<file path="src/rtl/uart_rx_framer.sv">
`default_nettype none
// +----------------------------------------------------------------------------+
// | uart_rx_framer: oversampling 8N1 receiver, bytes zero-extended to 32 bits. |
// | Optional even parity: define UART_RX_PARITY_EN.     Revision: 1.0          |
// +----------------------------------------------------------------------------+
module uart_rx_framer #(
   parameter int CLKS_PER_BIT = 868,
   parameter int CNT_WIDTH    = 16
) (
   input  logic        clk,
   input  logic        reset,
   input  logic        rx,
   output logic [31:0] data_out,
   output logic        data_valid,
   output logic        framing_error,
   output logic        parity_error,
   output logic        busy
);

   localparam logic [CNT_WIDTH-1:0] c_HALF_M1 = CNT_WIDTH'(CLKS_PER_BIT / 2 - 1);
   localparam logic [CNT_WIDTH-1:0] c_BIT_M1  = CNT_WIDTH'(CLKS_PER_BIT - 1);
   localparam logic [CNT_WIDTH-1:0] c_CNT_ONE = CNT_WIDTH'(1);

   typedef enum logic [2:0] {
      S_IDLE,
      S_START,
      S_DATA,
`ifdef UART_RX_PARITY_EN
      S_PARITY,
`endif
      S_STOP,
      S_WAIT_HIGH
   } state_t;

   state_t               state_q, state_d;
   logic                 sync1_q, sync2_q;
   logic [CNT_WIDTH-1:0] cnt_q, cnt_d;
   logic [2:0]           idx_q, idx_d;
   logic [7:0]           shift_q, shift_d;
   logic [7:0]           data_q, data_d;
   logic                 valid_q, valid_d;
   logic                 ferr_q, ferr_d;
   logic                 rx_s;
   logic                 bit_end;
`ifdef UART_RX_PARITY_EN
   logic                 perr_q, perr_d;
   logic                 pbad_q, pbad_d;
`endif

   assign rx_s    = sync2_q;
   assign bit_end = (cnt_q == c_BIT_M1);

   always_ff @(posedge clk or posedge reset) begin
      if (reset) begin
         state_q <= S_IDLE;
         sync1_q <= 1'b1;
         sync2_q <= 1'b1;
         cnt_q   <= '0;
         idx_q   <= '0;
         shift_q <= '0;
         data_q  <= '0;
         valid_q <= 1'b0;
         ferr_q  <= 1'b0;
`ifdef UART_RX_PARITY_EN
         perr_q  <= 1'b0;
         pbad_q  <= 1'b0;
`endif
      end else begin
         state_q <= state_d;
         sync1_q <= rx;
         sync2_q <= sync1_q;
         cnt_q   <= cnt_d;
         idx_q   <= idx_d;
         shift_q <= shift_d;
         data_q  <= data_d;
         valid_q <= valid_d;
         ferr_q  <= ferr_d;
`ifdef UART_RX_PARITY_EN
         perr_q  <= perr_d;
         pbad_q  <= pbad_d;
`endif
      end
   end

   always_comb begin
      state_d = state_q;
      cnt_d   = cnt_q;
      idx_d   = idx_q;
      shift_d = shift_q;
      data_d  = data_q;
      valid_d = 1'b0;
      ferr_d  = 1'b0;
`ifdef UART_RX_PARITY_EN
      perr_d  = 1'b0;
      pbad_d  = pbad_q;
`endif
      case (state_q)
         S_IDLE: begin
            if (!rx_s) begin
               state_d = S_START;
               cnt_d   = '0;
`ifdef UART_RX_PARITY_EN
               pbad_d  = 1'b0;
`endif
            end
         end
         S_START: begin
            // Mid-start-bit check rejects short low glitches.
            if (cnt_q == c_HALF_M1) begin
               cnt_d = '0;
               if (rx_s) begin
                  state_d = S_IDLE;
               end else begin
                  state_d = S_DATA;
                  idx_d   = '0;
               end
            end else begin
               cnt_d = cnt_q + c_CNT_ONE;
            end
         end
         S_DATA: begin
            if (bit_end) begin
               cnt_d   = '0;
               shift_d = {rx_s, shift_q[7:1]};
               idx_d   = idx_q + 3'd1;
               if (idx_q == 3'd7) begin
`ifdef UART_RX_PARITY_EN
                  state_d = S_PARITY;
`else
                  state_d = S_STOP;
`endif
               end
            end else begin
               cnt_d = cnt_q + c_CNT_ONE;
            end
         end
`ifdef UART_RX_PARITY_EN
         S_PARITY: begin
            if (bit_end) begin
               cnt_d   = '0;
               state_d = S_STOP;
               if ((^shift_q) ^ rx_s) begin
                  perr_d = 1'b1;
                  pbad_d = 1'b1;
               end
            end else begin
               cnt_d = cnt_q + c_CNT_ONE;
            end
         end
`endif
         S_STOP: begin
            // Leaving at mid-stop-bit lets a back-to-back start edge be seen.
            if (bit_end) begin
               cnt_d = '0;
               if (rx_s) begin
                  state_d = S_IDLE;
`ifdef UART_RX_PARITY_EN
                  if (!pbad_q) begin
                     data_d  = shift_q;
                     valid_d = 1'b1;
                  end
`else
                  data_d  = shift_q;
                  valid_d = 1'b1;
`endif
               end else begin
                  state_d = S_WAIT_HIGH;
                  ferr_d  = 1'b1;
               end
            end else begin
               cnt_d = cnt_q + c_CNT_ONE;
            end
         end
         S_WAIT_HIGH: begin
            if (rx_s) begin
               state_d = S_IDLE;
            end
         end
         default: begin
            state_d = S_IDLE;
         end
      endcase
   end

   assign data_out      = {24'b0, data_q};
   assign data_valid    = valid_q;
   assign framing_error = ferr_q;
   assign busy          = (state_q != S_IDLE);
`ifdef UART_RX_PARITY_EN
   assign parity_error  = perr_q;
`else
   assign parity_error  = 1'b0;
`endif

endmodule
`default_nettype wire

</file>
<file path="config.mk">
export PLATFORM = sky130hd
export DESIGN_NAME = uart_rx_framer
export DESIGN_NICKNAME = d
export VERILOG_FILES = /design/src/rtl/uart_rx_framer.sv
export SDC_FILE = /design/constraint.sdc
export NUM_CORES = 1
export LEC_CHECK = 0
export BUFFER_PORTS_ARGS = -buffer_cell sky130_fd_sc_hd__buf_2
export CAP_MARGIN = 20
export CORE_MARGIN = 3
export CORE_UTILIZATION = 25
export CTS_CLUSTER_DIAMETER = 120
export DETAILED_ROUTE_END_ITERATION = 8
export GPL_TIMING_DRIVEN = 0
export HOLD_SLACK_MARGIN = 0.05
export PLACE_DENSITY = 0.54
export SLEW_MARGIN = 0
export SYNTH_ARGS = -nofsm -noshare
export SYNTH_HDL_FRONTEND = slang
export SYNTH_SLANG_ARGS = --single-unit
</file>
<file path="constraint.sdc">
create_clock -name clk -period 3.1 [get_ports clk]
set_input_delay 0.31 -clock clk [delete_from_list [all_inputs] [get_ports clk]]
set_output_delay 0.31 -clock clk [all_outputs]
set_load 0.02 [all_outputs]
</file>
After elaboration in Yosys (flattened, before gate mapping)
Index checks and enable logic that the tools add are counted.
- flip-flop bits (word level): 42
- bits of input ports: 3
- output and inout port bits: 36
- logic and storage cells: 58
- add/sub/neg operators: 2
- eq/ne operators: 14
- multiplexer cells: 23
- reductions and logical operators: 10
- operators with widths (cell ; count):
    $mux 16 ; 3
    $pmux 16 s3 ; 1
    $mux 3 ; 10
    $add 16x1->16 const B ; 1
    $eq 16x10->1 const B ; 1
    $eq 16x9->1 const B ; 1
    $pmux 3 s5 ; 1
    $ne 2x2->1 const B ; 7
    $eq 3x2->1 const B ; 2
    $eq 3x3->1 const B ; 2
    $mux 1 ; 6
    $pmux 3 s2 ; 1
    $reduce_and 6->1 ; 1
    $reduce_bool 3->1 ; 2
    $reduce_and 2->1 ; 2
    $reduce_and 4->1 ; 1
    $add 3x1->3 const B ; 1
    $eq 3x1->1 const B ; 1
    $logic_not 3->1 ; 1
    $reduce_and 3->1 ; 1
    $mux 2 ; 1
    $reduce_bool 2->1 ; 1
    $reduce_or 2->1 ; 1

Longest topological paths before layout
Gate-level depths: netlist of run 1.
- depth after elaboration: 4
- mapped depth: 8

Worst setup path before layout of run 1
Ideal clock, no wire load.
- kind: reg2reg
- from: register cnt_q[12]
- to: register data_q[0]
- library setup time: 0.125 ns
- arrival: 2.073 ns
- path slack: 0.902 ns
- cell stages (with the launch flop): 6
- buffers on the path: 1
- cell sequence: dfrtp_1 > or4_4 > nor4_4 > and4_1 > buf_6 > mux2_4
- word-level cells in the longest chain between the ends: 2
- ends and longest elaborated chain (element ; line ; source):
    from (decl) ; 37 ; logic [CNT_WIDTH-1:0] cnt_q, cnt_d;
    from (signal assigned) ; 72 ; cnt_q <= cnt_d;
    $eq 16x10->1 ; 51 ; assign bit_end = (cnt_q == c_BIT_M1);
    $reduce_and 3->1 (no source line) ; n/a ;
    to (signal assigned) ; 75 ; data_q <= data_d;
    to (decl) ; 40 ; logic [7:0] data_q, data_d;
No other way between the ends.
A chain may end at the register's enable or synchronous reset.

Final worst setup path of run 1
- from: register cnt_q[0]
- to: register data_q[6]
The elaborated chain is that of the path after synthesis.

==> impl_results.md, run 1 <==
- Peak VDD IR: 0.159 mV
- Core area: slightly below 9000 um^2
- Area leader, netlist: dfrtp_1
- Wire per inst: between 10 and 15 um
- Final setup violation count: 0
- Filler cells: 903
- IO Port Bufs: 13
- Pre-CTS worst setup slack: around 0.73 ns
- Arrival @ worst endpoint: between 2 and 3 ns
- # rows: 34
- CTS Sinks: 42
- Async S/R FF share, synth: between 90% and 100%
- Most common cell in the netlist: dfrtp_1
- Post-synth EDFFs: 0
- Fin crit share: 76.1%
- Fmax: approximately 0.42 GHz
- Yosys reg bits: 42
- Met1 Usage GRT: between 10% and 20%
- Post-Syn Area: around 2300 um^2
- Final hold viol count: 0
- Slew @ Worst Pin: 0.682 ns
- All-layer global routing usage: between 8 and 9%
- Die area: about 10,000 um^2
- N_diodes: 0
- Reg clk slew, reported paths: roughly 0.08 ns
- Worst path bufs/invs: 1
- CP delay by family, top: simple AND/OR/NAND/NOR gates
- Vias per cell: around 4.4
- Final net count: 270
- Setup CP Type: register to register
- Initial antenna violation count: 0
- Clock buffer depth: 2
- Ys flop type: dfrtp_1
- CTS Buf Count: 5
- Pwr/cell area: 367 nW/um^2
- CP required: roughly 3.3 ns
- CTS tree: done
- Ys Warns: 0
- Cells after Synth: roughly 220
- Hpwl dp: between 3000 and 4000 um
- Die X: ~100 um
- MaxCap Viol Count: 0
- Status: finished clean
- Worst setup EP type: register
- Initial Utilization: 25.9%
- Slowest stage delay, CP: between 0.4 and 0.5 ns
- Min Tclk post-route: about 2.4 ns
- Post-synth top area share: approximately 44%
- Syn Area/Cell: 10.6 um^2
- Area contributors post-synth: dfrtp_1 44%, buf_4 8.2%, mux2_4 5.3%
- Vias: 1,630
- Area grow syn2layout: 18.5%
- Sequential Area: between 1000 and 1500 um^2
- Post-route ant nets: 0
- Drt total wl: about 4200 um
- Critical path cell sequence: ha_1, or3b_2, nor4_4, and4_1, buf_6, mux2_4
- Setup TNS Final: 0 ns
- GR Layer Usage met2: 14.3%
- Fin. max-slew vios: 0
- RSZ-0062 raised after global routing: no
- Starting DRT DRC Count: 40
- Grt met3 use: roughly 3.0%
- GPL Wtd Cong: between 0.7 and 0.8
- First-pass GRT wire length: around 7100 um
- I/O pin total: 39
- Multi-input gate area: between 1000 and 1500 um^2
- DR pass1 iterations: 4
- Max Clock Skew: roughly 0.008 ns
- DRC Markers: 0
- Crit Path Max Fanout: 8
- Critical Path Source Type: register
- Largest net degree at the start of global routing: 25
- Synth top cells by count: 40 x dfrtp_1, 25 x buf_4, 15 x nand2_1, 12 x a21oi_1
- Setup ws final: between 0.7 and 0.8 ns
- Vias in the first global route: ~1,500
- GRT overflow: 0
- Die Y: ~100 um
- Yosys cell types: 43
- H-Tree Level Count: 2
- Relative slew slack: 54.6%
- Skew-Pair Late Insertion Delay: roughly 0.30 ns
- Highest-delay cell along the critical path: dfrtp_1
- Layer carrying the most global-route usage: met2
- Lkg Pwr: ~0.0013 uW
- Type of the tightest min-delay check: input pin to register
- Root Driver: clkbuf_8
- Sequential share of the synthesized area: 46.2%
- Layout cells sized above 1: 28.5%
timing repair:
action | CTS | global route
buffers inserted | 0 | 0
resized for setup | 0 | 0
hold buffers | 1 | 0
setup endpoints to repair | 0 | 0
endpoints found under the hold margin | 16 | 0
cell families (layout without fill, tap and decap cells):
group                    count (synthesis)  in the layout  share of synthesized area, %
AND/OR/NAND/NOR                         67             67                          16.9
flip-flops                              42             42                          46.2
AO/OA/AOI/OAI                           40             40                          11.1
buffers and inverters                   40             63                          11.7
multiplexers                            17             17                          9.70
adder cells (fa/ha/maj)                  5              5                          2.74
XOR/XNOR                                 4              4                          1.54
other                                    1             25                         0.164
placed cells by master (no fill, tap or decap), types with 3 or more instances in the layout:
cell type  Yosys  layout
dfrtp_1       40      40
buf_4         25      25
conb_1         1      25
nand2_1       15      15
buf_2          0      13
a21oi_1       12      12
nor2_1        10      10
nand3_1       10      10
o21ai_0        9       9
mux2_4         8       8
mux2_1         7       7
inv_1          7       6
a31oi_1        6       6
clkbuf_1       5       5
ha_1           5       5
clkbuf_8       0       5
nand4_1        4       4
or3_1          4       4
a22o_1         4       4
nor2b_1        3       3
buf_6          3       3
and4_1         3       3
nor3_1         3       3
xnor2_1        3       3
worst reg2reg max path, stage by stage (launching register included):
cell and delay (ns):
dfrtp_1 0.48, ha_1 0.21, or3b_2 0.47, nor4_4 0.35, and4_1 0.27, buf_6 0.16
mux2_4 0.30
stage by stage:
step	cells	hold WS (ns)	power (uW)	utilization, %	cell area, um^2
floorplan	240	0.314	622	-	2370
global placement	361	0.346	628	29.2	2570
detailed placement	362	0.347	632	29.5	2600
CTS	371	0.0941	1010	30.7	2700
global route	371	0.0934	1040	30.7	2700
finish	371	0.106	993	30.7	2700
path summary, 6_finish.rpt:
path | startpoint | end | slack [ns] | cells past startpoint
worst max-delay path | cnt_q[0] | data_q[6] | 0.74 | 6
worst min-delay path | rx | sync1_q | 0.11 | 1
worst max register to register | cnt_q[0] | data_q[6] | 0.74 | 6
worst min register to register | sync1_q | rx_s | 0.36 | 0
max in group asynchronous | reset | idx_q[0] | 2.05 | 4
min in group asynchronous | reset | cnt_q[15] | 0.58 | 3
flip-flops by register name, indices dropped and copies added (netlist names):
register and count:
idx_q 3, sync1_q 1, data_q 8, rx_s 1, cnt_q 16, shift_q 8
data_valid 1, framing_error 1, state_q 3
power breakdown:
part	switching, uW	internal (uW)	leakage [uW]	total [uW]
clock network	208	163	0.0000447	371
logic	43.9	27.2	0.000715	71.0
registers	1.63	550	0.000565	551
total	253	739	0.00132	993
layer usage:
layer | vias to the layer above | routed length [um]
met2 | 34 | 2000
met3 | 5 | 210
met4 | 0 | 55
li1 | 811 | -
met1 | 780 | 1940
met5 | - | 0
area by class of cell:
| type | count | share of cell area (%) |
|---|---|---|
| Sequential cell | 42 | 39.0 |
| Multi-Input combinational cell | 158 | 38.9 |
| Buffer | 33 | 8.88 |
| Tap cell | 108 | 5.00 |
| Timing Repair Buffer | 15 | 3.79 |
| Clock buffer | 5 | 2.55 |
| Inverter | 7 | 0.972 |
| Clock inverter | 3 | 0.925 |
Power figures use the tool's default switching activity.
==> inputs of run 2 (changes only) <==
- ABC_AREA: default -> 1
- clock period: 3.1 -> 2.3 ns (I/O delays scaled with it)
==> run 2 against run 1 <==
Clock skew is 0.0032 ns higher. Synthesized area is 8.5% higher. Global-route usage is 0.98 points higher. Clock-buffer cell count is 1 higher. Utilization is 0.55 points higher. Worst setup slack worse by 0.11 ns. Combinational power is 37% higher. Via count is 19% higher. Register-to-register slack worse by 0.11 ns. Wire length is 19% higher. Critical endpoint is now cnt_q[1].
==> impl_results.md, run 2 <==
- Status: finished clean
- Ys Warns: 0 (unchanged)
- Yosys reg bits: 42 (unchanged)
- Starting DRT DRC Count: 72 (+80%)
- Max Clock Skew: 0.0112 ns (+0.00324 ns)
- Crit Path Max Fanout: 8 (unchanged)
- Worst R2R Setup Slack: 0.63 ns (-0.11 ns)
- GPL Wtd Cong: 0.864 (+15%)
- Setup CP Type: register to register
- Hold_buf cts: 2 (+1)
- RSZ-0062 raised after global routing: no
- Arrival @ worst endpoint: 1.83 ns (-0.72 ns)
- Setup ws final: 0.634 ns (-0.106 ns)
- I/O pin total: 39 (unchanged)
- Reg-to-reg startpoint: cnt_q[1]
- R2r endpoint: cnt_q[1]
- Syn Area/Cell: 7.81 um^2 (-26%)
- Vias per cell: 3.94 (-10%)
- Relative slew slack: 64.2% (+9.7 points)
- DRC Markers: 0 (unchanged)
- Area contributors post-synth: dfrtp_1 40%, nand2_1 14%, buf_4 7.9%
- Sequential share of the synthesized area: 42.5% (-3.6 points)
- Post-synth top area share: 40.4% (-3.4 points)
- Post-Syn Area: 2480 um^2 (+8.5%)
- DR pass1 iterations: 4 (unchanged)
- Fin crit share: 72.4% (-3.7 points)
- R2R cell count: 9 (+3)
- Hpwl dp: 3730 um (+23%)
- Die X: 106 um (+3.9%)
- Critical Path Source Type: register
- Most common cell after layout, fill and taps aside: nand2_1
- First-pass GRT wire length: 8790 um (+24%)
- Root Driver: clkbuf_8
- Ys flop type: dfrtp_1
- IO Port Bufs: 13 (unchanged)
- H-Tree Level Count: 2 (unchanged)
- Synth top cells by count: 90 x nand2_1, 40 x dfrtp_1, 38 x nor2_1, 32 x inv_1, 26 x buf_4
- Area grow syn2layout: 18.8%
- Slew @ Worst Pin: 0.537 ns (-0.145 ns)
- Final Non-Filler Cells: 494 (+33%)
- Pre-CTS worst setup slack: 0.651 ns (-0.0766 ns)
- Worst Setup SP: cnt_q[1]
- CTS tree: done
- Largest reg by FF count: cnt_q
- Cells after Synth: 317 (+47%)
- MaxCap Viol Count: 0 (unchanged)
- Initial antenna violation count: 0 (unchanged)
- Post-route ant nets: 0 (unchanged)
- Final net count: 372 (+38%)
- Pwr/cell area: 490 nW/um^2 (+33%)
- GRT overflow: 0 (unchanged)
- Reg clk slew, reported paths: 0.09 ns (about the same)
- Hold Path Stages: 0 (-1)
- Layout cells sized above 1: 21.9% (-6.6 points)
- Most frequent cells in the layout: 90 x nand2_1, 40 x dfrtp_1, 38 x nor2_1, 31 x inv_1, 26 x buf_4
- Final setup violation count: 0 (unchanged)
- # rows: 35 (+2.9%)
- Lkg Pwr: 0.00155 uW (+17%)
- Fin area: 2940 um^2 (+8.8%)
- Yosys cell types: 27 (-37%)
- Initial Utilization: 26.3% (+0.38 points)
- Worst setup EP type: register
- Fin. max-slew vios: 0 (unchanged)
- Cts repair resizes: 0 (unchanged)
- Die Y: 106 um (+3.9%)
- Vias: 1,946 (+19%)
- Most common cell in the netlist: nand2_1
- Post-synth EDFFs: 0 (unchanged)
- Core area: 9420 um^2 (+6.9%)
- Hold Path Origin: sync1_q
- CP required: 2.46 ns (-0.83 ns)
- Peak VDD IR: 0.228 mV (+44%)
- Largest net degree at the start of global routing: 26 (+4.0%)
- Filler cells: 1,025 (+14%)
- Placed Cells incl. Taps: 484 (+34%)
- N_diodes: 0 (unchanged)
- Fmax: 0.600 GHz (+42%)
- Type of the tightest min-delay check: register to register
- Final hold viol count: 0 (unchanged)
- Clock buffer depth: 2 (unchanged)
- All-layer global routing usage: 9.52% (+0.98 points)
- Dpl cell area: 2810 um^2 (+8.2%)
- Setup TNS Final: 0 ns (unchanged)
- CTS Buf Count: 5 (unchanged)
- CTS Sinks: 42 (unchanged)
- Die area: 11,100 um^2 (+8.0%)
- Drt total wl: 5000 um (+19%)
- Largest register FFs: 16 (unchanged)
- Vias in the first global route: 1,932 (+30%)
- Regs by FF count: cnt_q: 16 flops, data_q: 8 flops, shift_q: 8 flops
- Hold endpoint: rx_s
- Wire per inst: 10.1 um (-11%)
- Post-CTS Setup Bufs: 0 (unchanged)
- Min Tclk post-route: 1.67 ns (-0.694 ns)
- Skew-Pair Late Insertion Delay: 0.30 ns (about the same)
- Area leader, netlist: dfrtp_1
- Async S/R FF share, synth: 100% (unchanged)
-- run 2: changes by cell type in the layout (fill, tap and decap cells not counted), sizes merged, moves of 10 or more --
cell / before / now
inv: 8 / 37
nand2: 16 / 96
nand3: 10 / 20
o21ai: 9 / 21
mux2: 17 / 0
a21oi: 12 / 1
nor2: 11 / 44
-- run 2: through the flow --
| stage | total power (uW) | hold slack [ns] | utilization (%) |
|---|---|---|---|
| floorplan | 838 | 0.234 | - |
| global placement | 846 | 0.335 | 29.7 |
| detailed placement | 851 | 0.266 | 29.9 |
| CTS | 1460 | 0.363 | 31.3 |
| global route | 1490 | 0.365 | 31.3 |
| finish | 1440 | 0.361 | 31.3 |
-- run 2: cells by family (layout without fill, tap and decap cells) --
kind of cell,count (synthesis),count (layout),share of synthesized area (%)
adders and majority gates,5,5,2.53
DFF,42,42,42.5
and+or+nand+nor,170,170,30.6
xor gates and xnor gates,7,7,2.48
AOI/OAI and AO/OA,26,26,6.87
other,1,25,0.151
buffers and inverters,66,90,14.9
-- run 2: where the power goes --
| group | internal [uW] | switching, uW |
|---|---|---|
| sequential | 741 | 0.455 |
| combinational | 36.7 | 60.8 |
| clock | 324 | 278 |
-- run 2: worst max-delay path by stage --
stage,slack (ns),depth (start not counted),to
after floorplan,0.90,9,data_q[1]
after global placement,0.47,2,idx_q[2]
after detailed placement,0.65,9,cnt_q[1]
after CTS,0.64,9,cnt_q[1]
after global routing,0.40,9,cnt_q[1]
final,0.63,9,cnt_q[1]
-- run 2: layout make-up --
class	instances	area (um^2)	area share, %
inverter	37	139	4.72
timing repair buffer	16	105	3.57
sequential	42	1050	35.8
multi-input combinational	233	1140	38.9
clock inverter	2	37.5	1.28
clock buffer	6	72.6	2.47
tap	129	161	5.48
buffer	29	229	7.78
-- run 2: critical path, cell delays in order, from the launching register on --
cell and delay (ns):
dfrtp_1 0.41, inv_1 0.08, ha_1 0.16, nand2_1 0.06, nor2_1 0.12, nand2_1 0.06, nand2_1 0.23, nand2_1 0.22
nand2_1 0.11, o21ai_0 0.08
-- run 2: layer usage --
| layer | up-vias | share of wire [%] | track usage, % |
|---|---|---|---|
| met5 | - | 0 | 0 |
| met4 | 0 | 1.5 | 3.98 |
| met3 | 8 | 4.5 | 2.08 |
| met2 | 38 | 47 | 15.8 |
| met1 | 871 | 47 | 11.9 |
| li1 | 1029 | - | - |
